--- src/rtl/rv32_mem_arbiter.sv ---
// -----------------------------------------------------------------------------
// rv32_mem_arbiter
//
// Shares one single-port memory bus between instruction fetch and the
// MEM-stage load/store unit. One transaction is outstanding at a time. Data
// accesses win arbitration by default. A saturating starvation counter lets a
// waiting fetch win once IF_STARVE_LIMIT data grants have gone by. Byte
// enables and store-lane replication come from the access size. Misaligned or
// illegal accesses get an error response and never reach memory.
//
// Ports
//   clk, rst_n                  clock, asynchronous active-low reset
//   if_req_i / if_addr_i        fetch request and word address
//   if_gnt_o                    fetch accepted (combinational, IDLE only)
//   if_rvalid_o / if_rdata_o    fetch response (pass-through from memory)
//   if_err_o                    fetch misaligned, qualified by if_rvalid_o
//   d_req_i / d_we_i            data request, 1 = store
//   d_size_i                    0 byte, 1 half, 2 word, 3 illegal
//   d_addr_i / d_wdata_i        byte address, right-aligned store data
//   d_gnt_o                     data accepted (combinational, IDLE only)
//   d_rvalid_o / d_rdata_o      data response, load word shifted by offset
//   d_err_o                     misaligned/illegal, qualified by d_rvalid_o
//   mem_req_o .. mem_wdata_o    registered memory request
//   mem_gnt_i, mem_rvalid_i     memory handshake
//   mem_rdata_i                 memory read word
// -----------------------------------------------------------------------------
module rv32_mem_arbiter #(
  parameter int unsigned IF_STARVE_LIMIT = 4
) (
  input  logic        clk,
  input  logic        rst_n,
  // instruction fetch
  input  logic        if_req_i,
  input  logic [31:0] if_addr_i,
  output logic        if_gnt_o,
  output logic        if_rvalid_o,
  output logic [31:0] if_rdata_o,
  output logic        if_err_o,
  // load/store unit
  input  logic        d_req_i,
  input  logic        d_we_i,
  input  logic [1:0]  d_size_i,
  input  logic [31:0] d_addr_i,
  input  logic [31:0] d_wdata_i,
  output logic        d_gnt_o,
  output logic        d_rvalid_o,
  output logic [31:0] d_rdata_o,
  output logic        d_err_o,
  // memory bus
  output logic        mem_req_o,
  output logic        mem_we_o,
  output logic [3:0]  mem_be_o,
  output logic [31:0] mem_addr_o,
  output logic [31:0] mem_wdata_o,
  input  logic        mem_gnt_i,
  input  logic        mem_rvalid_i,
  input  logic [31:0] mem_rdata_i
);

  typedef enum logic [1:0] {
    IDLE     = 2'd0,
    WAIT_GNT = 2'd1,
    WAIT_RSP = 2'd2,
    ERR_RSP  = 2'd3
  } state_e;

  typedef enum logic [1:0] {
    SIZE_BYTE = 2'd0,
    SIZE_HALF = 2'd1,
    SIZE_WORD = 2'd2
  } mem_size_e;

  // Two extra codes keep the counter at least one bit wide for a zero limit.
  localparam int unsigned CNT_W = $clog2(IF_STARVE_LIMIT + 2);
  localparam logic [CNT_W-1:0] CNT_MAX = CNT_W'(IF_STARVE_LIMIT);

  state_e           state;
  logic             owner_d;     // 1 = current transaction belongs to data port
  logic [1:0]       d_off;       // byte offset of the current data access
  logic [CNT_W-1:0] starve_cnt;

  logic        sel_if;
  logic        sel_d;
  logic        if_misal;
  logic        d_misal;
  logic [3:0]  d_be;
  logic [31:0] d_wdata_rep;

  // ---------------------------------------------------------------------------
  // Selection, alignment check and lane generation
  // ---------------------------------------------------------------------------
  always_comb begin
    // NOTE: every always_comb output gets a default first so that no path
    // leaves it unassigned, which would otherwise infer a latch.
    d_misal     = 1'b1;
    d_be        = 4'b0000;
    d_wdata_rep = d_wdata_i;

    sel_if   = if_req_i && (!d_req_i || starve_cnt == CNT_MAX);
    sel_d    = d_req_i && !sel_if;
    if_misal = |if_addr_i[1:0];

    case (d_size_i)
      SIZE_BYTE: begin
        d_misal     = 1'b0;
        d_be        = 4'b0001 << d_addr_i[1:0];
        d_wdata_rep = {4{d_wdata_i[7:0]}};
      end
      SIZE_HALF: begin
        d_misal     = d_addr_i[0];
        d_be        = 4'b0011 << d_addr_i[1:0];
        d_wdata_rep = {2{d_wdata_i[15:0]}};
      end
      SIZE_WORD: begin
        d_misal     = |d_addr_i[1:0];
        d_be        = 4'b1111;
        d_wdata_rep = d_wdata_i;
      end
      default: begin
        d_misal     = 1'b1;
        d_be        = 4'b0000;
        d_wdata_rep = d_wdata_i;
      end
    endcase
  end

  assign if_gnt_o = (state == IDLE) && sel_if;
  assign d_gnt_o  = (state == IDLE) && sel_d;

  // ---------------------------------------------------------------------------
  // Responses: memory data passes straight through to the owner; an error
  // response carries zero data.
  // ---------------------------------------------------------------------------
  logic mem_rsp;
  assign mem_rsp = (state == WAIT_RSP) && mem_rvalid_i;

  assign if_rvalid_o = !owner_d && (mem_rsp || state == ERR_RSP);
  assign if_err_o    = !owner_d && (state == ERR_RSP);
  assign if_rdata_o  = (!owner_d && mem_rsp) ? mem_rdata_i : 32'h0;

  assign d_rvalid_o = owner_d && (mem_rsp || state == ERR_RSP);
  assign d_err_o    = owner_d && (state == ERR_RSP);
  assign d_rdata_o  = (owner_d && mem_rsp) ? (mem_rdata_i >> {d_off, 3'b000}) : 32'h0;

  // ---------------------------------------------------------------------------
  // FSM, request registers and starvation counter
  // ---------------------------------------------------------------------------
  always_ff @(posedge clk or negedge rst_n) begin
    // NOTE: all control and bus registers are reset so an abort mid-transaction
    // leaves a clean, quiet bus and a late memory response finds IDLE.
    if (!rst_n) begin
      state       <= IDLE;
      owner_d     <= 1'b0;
      d_off       <= 2'b00;
      starve_cnt  <= '0;
      mem_req_o   <= 1'b0;
      mem_we_o    <= 1'b0;
      mem_be_o    <= 4'b0000;
      mem_addr_o  <= 32'h0;
      mem_wdata_o <= 32'h0;
    end else begin
      // NOTE: sequential state uses non-blocking assignment so every register
      // samples the pre-edge values, independent of statement order.
      unique case (state)
        IDLE: begin
          if (sel_if) begin
            owner_d    <= 1'b0;
            d_off      <= 2'b00;
            starve_cnt <= '0;
            if (if_misal) begin
              state <= ERR_RSP;
            end else begin
              state       <= WAIT_GNT;
              mem_req_o   <= 1'b1;
              mem_we_o    <= 1'b0;
              mem_be_o    <= 4'b1111;
              mem_addr_o  <= {if_addr_i[31:2], 2'b00};
              mem_wdata_o <= 32'h0;
            end
          end else if (sel_d) begin
            owner_d <= 1'b1;
            d_off   <= d_addr_i[1:0];
            if (if_req_i && starve_cnt != CNT_MAX) begin
              starve_cnt <= starve_cnt + CNT_W'(1);
            end
            if (d_misal) begin
              state <= ERR_RSP;
            end else begin
              state       <= WAIT_GNT;
              mem_req_o   <= 1'b1;
              mem_we_o    <= d_we_i;
              mem_be_o    <= d_be;
              mem_addr_o  <= {d_addr_i[31:2], 2'b00};
              mem_wdata_o <= d_wdata_rep;
            end
          end
        end
        WAIT_GNT: begin
          if (mem_gnt_i) begin
            state     <= WAIT_RSP;
            mem_req_o <= 1'b0;
          end
        end
        WAIT_RSP: begin
          if (mem_rvalid_i) begin
            state <= IDLE;
          end
        end
        ERR_RSP: begin
          state <= IDLE;
        end
        default: state <= IDLE;
      endcase
    end
  end

endmodule

--- config.mk ---
export PLATFORM = sky130hd
export DESIGN_NAME = rv32_mem_arbiter
export DESIGN_NICKNAME = d
export VERILOG_FILES = /design/src/rtl/rv32_mem_arbiter.sv
export SDC_FILE = /design/constraint.sdc
export NUM_CORES = 1
export LEC_CHECK = 0
export ABC_AREA = 1
export CORE_MARGIN = 5
export CORE_UTILIZATION = 39
export DETAILED_ROUTE_END_ITERATION = 12
export PLACE_DENSITY_LB_ADDON = 0.25
export SYNTH_ARGS = -nofsm -noshare
export SYNTH_HDL_FRONTEND = slang
export SYNTH_SLANG_ARGS = --single-unit
--- constraint.sdc ---
create_clock -name clk -period 2 [get_ports clk]
set_input_delay 0.5 -clock clk [delete_from_list [all_inputs] [get_ports clk]]
set_output_delay 0.5 -clock clk [all_outputs]
set_load 0.01 [all_outputs]
Word-level counts from Yosys, hierarchy flattened
Cells that the tools add are included.

word-level totals
  register bits after elaboration = 78
  bits of input ports = 137
  output and inout port bits = 140
  word-level logic and storage cells = 97

operators by class
  add/subtract/negate cells = 1
  equal/unequal tests = 14
  shift-type cells = 3
  multiplexer cells = 41
  reduce and logical (&&, ||, !) cells = 29

operators with widths
  cell                                                                   count
  32-bit 2-to-1 mux                                                      10
  32-bit case mux with 2 select lines                                    1
  32-bit by 5-bit right shift with 32-bit output                         1
  2-bit 2-to-1 mux                                                       8
  4-bit 2-to-1 mux                                                       4
  1-bit logical AND                                                      12
  3-bit != test, second input constant                                   4
  4-bit case mux with 3 select lines                                     1
  1-bit 2-to-1 mux                                                       11
  3-bit 2-to-1 mux                                                       3
  2-bit != test, second input constant                                   4
  2-bit case mux with 4 select lines                                     1
  2-bit equality test, second input constant                             3
  3-bit AND reduction                                                    2
  2-bit nonzero test                                                     3
  5-bit AND reduction                                                    1
  2-bit by 1-bit equality test with 1-bit output, second input constant  2
  2-bit logical NOT                                                      2
  4-bit AND reduction                                                    1
  2-bit OR reduction                                                     2
  1-bit by 2-bit << shifter with 4-bit output, first input constant      1
  2-bit by 2-bit << shifter with 4-bit output, first input constant      1
  3-bit by 1-bit adder with 3-bit output, second input constant          1
  3-bit equality test, second input constant                             1
  5 further kinds                                                        8

Longest topological paths before layout
Gate-level depths: netlist of run 1.

  word-level depth = 8
  mapped depth = 12
  mapped depth without buffers = 11

Worst setup path before layout of run 1
Ideal clock, no wire load.

  kind = reg2out
  start point = register state[0]
  end point = output port d_rdata_o[10]
  data arrival time = 1,331 ps
  data required time = 1,500 ps
  path slack = 169 ps
  stages on the path, launching flop included = 6
  path buffers = 0
  path through = dfrtp_1 > inv_1 > nand3_1 > nor2_4 > clkinv_1 > nor3_1

between the ends
  word-level cells in the longest chain between the ends = 4

RTL lines
  element                 line  text
  start, declared         77    state_e state;
  start signal, assigned  152   state <= IDLE;
  start signal, assigned  171   state <= ERR_RSP;
  start signal, assigned  173   state <= WAIT_GNT;
  2-bit equality test     135   assign mem_rsp = (state == WAIT_RSP) && mem_rvalid_i;
  1-bit logical AND       135
  1-bit logical AND       143   assign d_rdata_o = (owner_d && mem_rsp) ? (mem_rdata_i >> {d_off, 3'b000}) : 32'h0;
  32-bit 2-to-1 mux       143
  end, declared           47    output logic [31:0] d_rdata_o,

No other way between the ends.

Worst setup path after layout of run 1
  start point = input port mem_rdata_i[22]
  end point = output port d_rdata_o[6]

between the ends
  word-level cells in the longest chain between the ends = 2

RTL lines
  element                                         line  text
  start, declared                                 57    input logic [31:0] mem_rdata_i
  32-bit by 5-bit right shift with 32-bit output  143
  32-bit 2-to-1 mux                               143

No other way between the ends.

==> results by group, run 1 <==
Critical path
  • R2R Setup Slk: 0.22 ns
  • Worst r2r dst: mem_wdata_o[9]$_DFFE_PN0P_
  • Critical path arrival: 1.62 ns
  • Critical Path Source Type: input pin
  • WP data required: 1.50 ns
  • Crit-path max FO: 3
  • CP max stage delay: 0.53 ns
  • Reg2reg path depth: 12
  • CP Cell Sequence: clkdlybuf4s50_1, o21a_1, o21ai_1, a31oi_1, buf_2
  • Slowest CP cell: clkdlybuf4s50_1
  • Kind of critical path: input pin to primary output
  • Crit. End Element: primary output
  • R2R Path Start: starve_cnt[0]$_DFFE_PN0P_

STA
  • Unrepaired setup endpoints after global routing: true
  • Slew @ Worst Pin: 0.596 ns
  • Final Max Slew Viols: 0
  • Setup Total Neg Slack: -2.76 ns
  • Post-layout minimum cycle time: 2.12 ns
  • Fin worst setup slack: -0.119 ns
  • Final Cycle Share: 106%
  • Slew Limit Headroom: 60.1%
  • Setup-failing EPs final: 64
  • Worst clock skew: 0.0125 ns
  • Final hold viol count: 0
  • Max Clock Freq: 472 MHz

Layout
  • # nets final: 1182
  • Share of cells above drive strength 1: 27.1%
  • Commonest non-fill, non-tap cell in the layout: nand2_1
  • Layout area overhead: 84.5%
  • Antenna cells: 0
  • Final Instance Area: 0.00882 mm2
  • FILL cells: 964
  • Commonest non-fill, non-tap cells in the layout: nand2_1 (274), clkdlybuf4s50_1 (192), dfrtp_1 (75)

Power
  • Sw power: 0.00397 W
  • Comb pwr share: 58.4%
  • Clk pwr share: 15.4%
  • Switching Share: 39.5%
  • Power density over cell area: 1140 mW/mm2
  • Max VDD drop: 0.593 mV
  • Pwr Total: 0.0101 W
  • Seq pwr share: 26.1%
  • Leak Pwr: 4.49 nW
  • Pint: 0.00608 W

Route
  • DRT Pass-1 Iters: 6
  • Vias/cell: 4.81
  • DRT Wirelength: 18.5 mm
  • Routed len/inst: 15.5 um
  • # DRC: 0
  • Routed Antenna Nets: 0
  • Vias post-DR: 5748
  • First DRT Iteration DRCs: 364

Floorplan
  • Die ar.: 0.0146 mm2
  • Rows: 40
  • CORE AREA: 0.0120 mm2
  • DIE HEIGHT: 121 um
  • I/O pin count: 277
  • Initial core utilization: 39.8%
  • DIE WIDTH: 121 um

Logic synthesis
  • #FFs+latches synth: 76
  • Synthesized area per cell: 6.81 um2
  • Mapped Area: 0.00478 mm2
  • Synth warn: 0
  • Unique masters post-synth: 32
  • Sequential area share after synthesis: 39.8%
  • Cells after synthesis: 702

Place
  • Pre-CTS setup slack: -0.867 ns
  • Area after DPL: 0.00817 mm2
  • I/O Buffers: 274
  • DP HPWL: 13.5 mm
  • Final RePlAce weighted congestion: 0.845

Status
  • Failing checks: setup timing
  • Outcome: finished with violations

Clock network
  • CTS clk-pin slew, worst paths: 0.07 ns
  • CTS Buffer Depth: 2
  • CTS hold repair buffers: 0
  • CTS tree: built
  • CTS buffer count: 9
  • Later-pin clock latency in the skew report: 0.34 ns
  • Sink Count: 76
  • CTS H-tree depth: 3
  • Clk root buf: clkbuf_16

Hold path
  • Hold Crit Class: input pin to async pin

Global route
  • Tot GR Track Use: 24.2%
  • Initial antenna violation count: 0
  • First-pass GRT wire length: 28.2 mm
  • Pin count of the biggest net entering global routing: 48
  • Vias in the first global route: 5370
  • GR Overflow Total: 0

Job
  • MaxCap Viol Count: 0
==> critical path, delay by kind of cell <==
kind | cells | cell delay (ns)
buffers and inverters | 2 | 0.70
AO/OA/AOI/OAI | 3 | 0.42
==> metal layers <==
| layer | vias to the layer above | track usage (%) | part of all wire (%) |
|---|---|---|---|
| met5 | - | 0 | 0 |
| met4 | 0 | 6.30 | 1.4 |
| met3 | 16 | 6.69 | 9.1 |
| met1 | 2616 | 29.7 | 40 |
| li1 | 2884 | - | - |
| met2 | 232 | 41.8 | 50 |
==> cells in the mapped netlist (all sizes together) <==
cell / instances / share of area, %
conb: 1 / 0.078
nand3: 26 / 3.1
o22ai: 2 / 0.26
a22oi: 6 / 0.94
clkinv: 2 / 0.16
ha: 2 / 0.52
nand2: 285 / 23
nor3: 17 / 1.8
nand3b: 1 / 0.16
buf: 26 / 4.1
nor2: 56 / 5.0
o21a: 8 / 1.3
a31oi: 8 / 1.0
or2: 9 / 1.2
dfrtp: 76 / 40
clkbuf: 14 / 1.1
xor2: 1 / 0.18
o21ai: 69 / 8.8
a21oi: 19 / 2.0
nand4: 1 / 0.13
inv: 73 / 5.7
==> worst max path at each step <==
stage | start | endpoint | slack [ns] | cells after the start
2_1_floorplan | state[0]$_DFFE_PN0P_ | d_rdata_o[10] | 0.17 | 5
3_3_place_gp | mem_rvalid_i | d_rdata_o[24] | -0.81 | 7
3_5_place_dp | mem_rvalid_i | d_rdata_o[27] | -0.87 | 7
4_1_cts | state[0]$_DFFE_PN0P_ | d_rdata_o[5] | -0.10 | 8
5_1_grt | state[0]$_DFFE_PN0P_ | d_rdata_o[9] | -0.22 | 7
6_report | mem_rdata_i[22] | d_rdata_o[6] | -0.12 | 5
==> layout make-up <==
cell class | instances | area (um2) | share of cell area [%]
clock buffer | 9 | 225 | 2.55
clock inverter | 7 | 57.6 | 0.653
inverter | 75 | 292 | 3.31
multi-input combinational | 513 | 2670 | 30.3
sequential | 76 | 1900 | 21.6
tap | 147 | 184 | 2.09
timing repair buffer | 368 | 3490 | 39.6
==> stage by stage <==
step | util [%] | cells | hold WS, ns
finish | 73.4 | 1195 | 0.0572
global route | 73.4 | 1195 | 0.0700
CTS | 70.2 | 1190 | 0.0614
detailed placement | 68.0 | 1164 | 0.428
global placement | 68.0 | 1164 | 0.426
floorplan | - | 703 | 0.204
==> power groups by stage <==
| stage | logic, W | registers (W) | clock network, W |
|---|---|---|---|
| after floorplan | 0.00212 | 0.00291 | 0 |
| after detailed placement | 0.00540 | 0.00262 | 0 |
| after global placement | 0.00534 | 0.00260 | 0 |
| final | 0.00587 | 0.00263 | 0.00155 |
| after CTS | 0.00562 | 0.00263 | 0.00159 |
| after global routing | 0.00637 | 0.00272 | 0.00165 |
==> flip-flops by register name (all words and copies together) (netlist names) <==
| signal | cells |
|---|---|
| mem_wdata_o | 32 |
| mem_addr_o | 30 |
| mem_be_o | 4 |
| starve_cnt | 3 |
| d_off | 2 |
| state | 2 |
| mem_req_o | 1 |
| mem_we_o | 1 |
| owner_d | 1 |
==> timing repair <==
action                                  in CTS  in global routing
setup buffers                                5                  5
endpoints found under the setup margin     115                133
pin swaps                                    9                  5
gates cloned                                 5                  1
gates resized for setup                    337                 88
==> logic make-up (layout without fill, tap and decap cells) <==
family / Yosys count / after routing / synth area share, %
AO/OA/AOI/OAI: 112 / 112 / 14.3
XOR/XNOR: 1 / 1 / 0.183
buffers and inverters: 115 / 459 / 11.1
adder cells (fa/ha/maj): 2 / 2 / 0.523
AND/OR/NAND/NOR: 395 / 396 / 34.0
flip-flops: 76 / 76 / 39.8
other: 1 / 2 / 0.0785
Power figures use the tool's default switching activity.
==> inputs of run 2 (changes only) <==
--- a/config.mk
+++ b/config.mk
@@ -13,3 +13,4 @@
 export SYNTH_ARGS = -nofsm -noshare
 export SYNTH_HDL_FRONTEND = slang
 export SYNTH_SLANG_ARGS = --single-unit
+export TNS_END_PERCENT = 5
==> run 2 against run 1 <==
The flow still finishes with violations (setup timing). Combinational power is 3% lower. Clock skew is 0.00066 ns higher. Register-to-register slack got worse by 0.08 ns. Clock power barely moved. Utilization decreased by 2.0 points. Non-clock buffer count down 5. Final cell count decreased by 0.42%. Sequential power barely moved. Critical path depth increased by 1.
==> results by group, run 2 (synthesis results as in run 1) <==
Status
  • Outcome: finished with violations
  • Failing checks: setup timing

Layout
  • Final Instance Area: 0.00857 mm2
  • Commonest non-fill, non-tap cell in the layout: nand2_1
  • FILL cells: 1026
  • Multi-input combinational cell area: 0.00260 mm2
  • Top flop regs: mem_wdata_o (32), mem_addr_o (30), mem_be_o (4)
  • Share of cells above drive strength 1: 27.1%
  • Layout area overhead: 79.4%
  • # nets final: 1177
  • Sequential cell area: 0.00190 mm2
  • Final std cells w/o fill: 1190
  • Core Util, Final: 71.4%
  • Commonest non-fill, non-tap cells in the layout: nand2_1 (275), clkdlybuf4s50_1 (193), dfrtp_1 (75)
  • Antenna cells: 0
  • Number of flip-flops in the largest register: 32
  • Top reg by flops: mem_wdata_o

Place
  • I/O Buffers: 274
  • Pre-CTS setup slack: -0.867 ns
  • DP Cell Count: 1164
  • Area after DPL: 0.00817 mm2
  • Final RePlAce weighted congestion: 0.845
  • DP HPWL: 13.5 mm

STA
  • Worst clock skew: 0.0131 ns
  • Final Cycle Share: 106%
  • Max Clock Freq: 472 MHz
  • Final hold viol count: 0
  • Slew Limit Headroom: 60.7%
  • Final Max Slew Viols: 0
  • Unrepaired setup endpoints after global routing: true
  • Slew @ Worst Pin: 0.587 ns
  • Fin worst setup slack: -0.118 ns
  • Setup-failing EPs final: 59
  • Post-layout minimum cycle time: 2.12 ns

Critical path
  • WP data required: 1.50 ns
  • Critical Path Source Type: input pin
  • Worst r2r dst: mem_wdata_o[9]$_DFFE_PN0P_
  • Crit-path max FO: 2
  • Kind of critical path: input pin to primary output
  • CP Cell Sequence: clkdlybuf4s50_1, inv_1, o21ai_0, a21oi_1, nor3_1, buf_2
  • Largest delay share family, worst path: buffers and inverters
  • Critical Path Source: mem_rdata_i[11]
  • Crit. End Element: primary output
  • Buffers & Inverters on Critical Path: 3
  • CP max stage delay: 0.48 ns
  • R2R Setup Slk: 0.14 ns
  • Reg2reg path depth: 12
  • Slowest CP cell: clkdlybuf4s50_1
  • R2R Path Start: starve_cnt[0]$_DFFE_PN0P_
  • Critical path arrival: 1.62 ns

Clock network
  • Clk root buf: clkbuf_16
  • CTS buffer count: 9
  • CTS tree: built
  • Later-pin clock latency in the skew report: 0.34 ns
  • CTS clk-pin slew, worst paths: 0.07 ns
  • Sink Count: 76
  • CTS Buffer Depth: 2
  • CTS H-tree depth: 3

Job
  • MaxCap Viol Count: 0

Floorplan
  • DIE HEIGHT: 121 um
  • CORE AREA: 0.0120 mm2
  • Die ar.: 0.0146 mm2
  • Initial core utilization: 39.8%
  • Rows: 40
  • DIE WIDTH: 121 um
  • I/O pin count: 277

Route
  • Vias/cell: 4.78
  • First DRT Iteration DRCs: 353
  • DRT Wirelength: 18.1 mm
  • Vias post-DR: 5690
  • # DRC: 0
  • Routed Antenna Nets: 0
  • DRT Pass-1 Iters: 5
  • Routed len/inst: 15.2 um

Hold path
  • Hold Crit Class: input pin to async pin

Power
  • Leak Pwr: 4.42 nW
  • Power density over cell area: 1150 mW/mm2
  • Max VDD drop: 0.589 mV
  • Pwr Total: 0.00988 W

Global route
  • Pin count of the biggest net entering global routing: 48
  • Tot GR Track Use: 23.7%
  • GR Overflow Total: 0
  • Vias in the first global route: 5312
  • Initial antenna violation count: 0
  • First-pass GRT wire length: 27.7 mm
[run 2: worst register-to-register path, stage by stage (launching register included)]
cell,delay (ns)
dfrtp_1,0.38
inv_1,0.09
ha_1,0.16
nand2_1,0.05
nand2_1,0.08
nand2_2,0.08
inv_2,0.11
buf_12,0.20
nand2_2,0.10
nand3_4,0.15
buf_12,0.20
nand2_1,0.11
o21ai_2,0.08
[run 2: what timing repair did]
item,in CTS,in global routing
endpoints found under the setup margin,115,135
resized for setup,321,67
pin swaps,11,6
cloned,3,1
buffers inserted,5,1
hold buffers,0,0
[run 2: final cells by class]
| class | instances | area share, % |
|---|---|---|
| clock buffers | 9 | 2.63 |
| multi-input cells | 513 | 30.4 |
| clock inverters | 7 | 0.671 |
| inverters | 75 | 3.37 |
| well taps | 147 | 2.15 |
| flip-flops and latches | 76 | 22.2 |
| repair buffers | 363 | 38.6 |
[run 2: stage by stage]
step	TNS (ns)	hold WS [ns]
after floorplan	0	0.204
after global placement	-65.49	0.426
after detailed placement	-67.96	0.428
after CTS	-4.15	0.0614
after global routing	-9.31	0.0700
final	-2.48	0.0569
[run 2: worst max-delay path by stage]
stage / to / slack [ns] / cells past startpoint
finish: d_rdata_o[11] / -0.12 / 6
global route: d_rdata_o[11] / -0.23 / 6
CTS: d_rdata_o[5] / -0.10 / 8
detailed placement: d_rdata_o[27] / -0.87 / 7
global placement: d_rdata_o[24] / -0.81 / 7
floorplan: d_rdata_o[10] / 0.17 / 5
[run 2: where the power goes]
part / switching (W) / internal, W / total (W)
Combinational: 0.00283 / 0.00286 / 0.00570
Clock: 0.000697 / 0.000858 / 0.00155
Sequential: 0.000400 / 0.00223 / 0.00263
[run 2: metal layers]
layer | up-vias | track usage, % | part of all wire [%]
met1 | 2582 | 29.2 | 41
met5 | - | 0 | 0
li1 | 2871 | - | -
met2 | 223 | 41.0 | 49
met3 | 14 | 6.59 | 8.8
met4 | 0 | 6.02 | 1.3
==> inputs of run 3 (changes only) <==
--- a/config.mk
+++ b/config.mk
@@ -6,8 +6,9 @@
 export NUM_CORES = 1
 export LEC_CHECK = 0
 export ABC_AREA = 1
+export ABC_CLOCK_PERIOD_IN_PS = 2000
 export CORE_MARGIN = 5
-export CORE_UTILIZATION = 39
+export CORE_UTILIZATION = 35
 export DETAILED_ROUTE_END_ITERATION = 12
 export PLACE_DENSITY_LB_ADDON = 0.25
 export SYNTH_ARGS = -nofsm -noshare
==> run 3 against run 2 <==
Critical path type unchanged. Utilization decreased by 4.7 points. Clock-buffer cell count increased by 1. Total power increased by 4.7%. Worst setup slack got worse by 0.077 ns. Non-clock buffer count increased by 17. Largest cell class unchanged. Sequential power about the same. Maximum frequency decreased by 3.5%. First-iteration DRC count decreased by 35%. Sequential share of layout area decreased by 0.72 points. Largest power group unchanged. Highest routed layer unchanged. The run still ends with setup timing left. Die area increased by 10%. Final cell count increased by 3.9%.
==> results by group, run 3 (synthesis results as in run 1) <==
Global route
  • Vias in the first global route: 5624
  • Pin count of the biggest net entering global routing: 48
  • GR Overflow Total: 0
  • Tot GR Track Use: 22.6%
  • Initial antenna violation count: 0
  • First-pass GRT wire length: 29.0 mm

Critical path
  • Critical Path Source Type: input pin
  • Crit-path max FO: 2
  • CP max stage delay: 0.48 ns
  • Critical path arrival: 1.70 ns
  • CP Cell Sequence: clkdlybuf4s50_1, inv_1, nand2_1, o21a_1, o21ai_1, a31oi_1, buf_2
  • Buffers & Inverters on Critical Path: 3
  • Slowest CP cell: clkdlybuf4s50_1
  • Kind of critical path: input pin to primary output
  • Crit. End Element: primary output
  • WP data required: 1.50 ns
  • Largest delay share family, worst path: buffers and inverters

Route
  • Vias/cell: 4.72
  • # DRC: 0
  • DRT Pass-1 Iters: 5
  • Routed Antenna Nets: 0
  • DRT Wirelength: 19.2 mm
  • Routed len/inst: 15.5 um
  • First DRT Iteration DRCs: 230
  • Vias post-DR: 5834

Floorplan
  • DIE HEIGHT: 127 um
  • DIE WIDTH: 127 um
  • Die ar.: 0.0161 mm2
  • I/O pin count: 277
  • CORE AREA: 0.0133 mm2
  • Initial core utilization: 35.9%
  • Rows: 42

Clock network
  • CTS buffer count: 9
  • CTS hold repair buffers: 0
  • CTS Buffer Depth: 2
  • Sink Count: 76
  • CTS H-tree depth: 3
  • Later-pin clock latency in the skew report: 0.33 ns
  • Clk root buf: clkbuf_16
  • CTS clk-pin slew, worst paths: 0.06 ns
  • CTS tree: built

Place
  • Final RePlAce weighted congestion: 0.933
  • Area after DPL: 0.00827 mm2
  • I/O Buffers: 274
  • DP HPWL: 13.9 mm

STA
  • Final Max Slew Viols: 0
  • Slew @ Worst Pin: 0.577 ns
  • Max Clock Freq: 456 MHz
  • Slew Limit Headroom: 61.4%
  • Worst hold slack: 0.102 ns
  • Unrepaired setup endpoints after global routing: true
  • Fin worst setup slack: -0.195 ns
  • Setup-failing EPs final: 60
  • Worst clock skew: 0.00706 ns
  • Final Cycle Share: 110%
  • Final hold viol count: 0
  • Post-layout minimum cycle time: 2.20 ns

Power
  • Leak Pwr: 4.56 nW
  • Power density over cell area: 1170 mW/mm2
  • Max VDD drop: 0.515 mV

Layout
  • Final Instance Area: 0.00886 mm2
  • Commonest non-fill, non-tap cells in the layout: nand2_1 (274), clkdlybuf4s50_1 (198), buf_4 (81)
  • FILL cells: 1164
  • Multi-input combinational cell area: 0.00262 mm2
  • # nets final: 1194
  • Share of cells above drive strength 1: 27.8%
  • Antenna cells: 0
  • Top flop regs: mem_wdata_o (32), mem_addr_o (30), mem_be_o (4)
  • Number of flip-flops in the largest register: 32
  • Top reg by flops: mem_wdata_o
  • Layout area overhead: 85.4%
  • Sequential cell area: 0.00190 mm2
  • Commonest non-fill, non-tap cell in the layout: nand2_1

Job
  • MaxCap Viol Count: 0

Status
  • Outcome: finished with violations
  • Failing checks: setup timing

Hold path
  • Hold Crit Class: input pin to async pin
## run 3: cell count changes in the layout (fill, tap and decap cells not counted), sizes merged
cell           delta
inv               -1
dlymetal6s2s      +2
bufinv            +1
dlygate4sd2       -7
clkdlybuf4s50     +5
clkbuf            +2
clkinvlp          -1
buf              +16
## run 3: power by group
group / internal (W) / switching, W
registers: 0.00223 / 0.000399
logic: 0.00307 / 0.00296
clock network: 0.00101 / 0.000666
total: 0.00632 / 0.00403
## run 3: timing repair
item                       4_1_cts  5_1_grt
setup endpoints to repair      136      134
gates resized for setup        338       66
pin swaps                       16       14
hold endpoints to repair         0        0
setup buffers                   15        2
cloned                           4        2
## run 3: worst paths after layout
kind                                           start  cells past startpoint                           to  slack (ns)
setup reg to reg           starve_cnt[0]$_DFFE_PN0P_                     13      mem_be_o[3]$_DFFE_PN0P_        0.15
hold / removal                                 rst_n                      1    mem_addr_o[3]$_DFFE_PN0P_        0.10
setup / recovery                     mem_rdata_i[25]                      7                 d_rdata_o[1]       -0.20
hold reg to reg                mem_req_o$_DFFE_PN0P_                      2        mem_req_o$_DFFE_PN0P_        0.47
max in group asynchronous                      rst_n                      2  mem_wdata_o[22]$_DFFE_PN0P_        1.35
min in group clk               mem_req_o$_DFFE_PN0P_                      2        mem_req_o$_DFFE_PN0P_        0.47
## run 3: area by class of cell
type	count	share of cell area, %
multi-input cells	513	29.6
clock inverters	6	0.819
clock buffers	10	2.70
inverters	75	3.37
repair buffers	380	39.6
flip-flops and latches	76	21.5
well taps	176	2.48
## run 3: per-layer routing
layer	share of wire, %	wire (um)	global-route usage, %
met5	0	0	0
met4	2.7	524	8.01
met3	8.8	1680	6.85
met2	49	9360	38.9
met1	40	7590	26.6
## run 3: per-stage QoR
stage | power (W) | TNS [ns] | worst slack (ns) | utilization [%] | std cells
after detailed placement | 0.00811 | -71.05 | -0.901 | 62.2 | 1199
after global routing | 0.0111 | -11.14 | -0.249 | 66.7 | 1236
final | 0.0103 | -6.23 | -0.195 | 66.7 | 1236
after floorplan | 0.00503 | 0 | 0.169 | - | 703
after global placement | 0.00804 | -68.49 | -0.880 | 62.2 | 1199
after CTS | 0.0102 | -12.46 | -0.172 | 65.2 | 1234
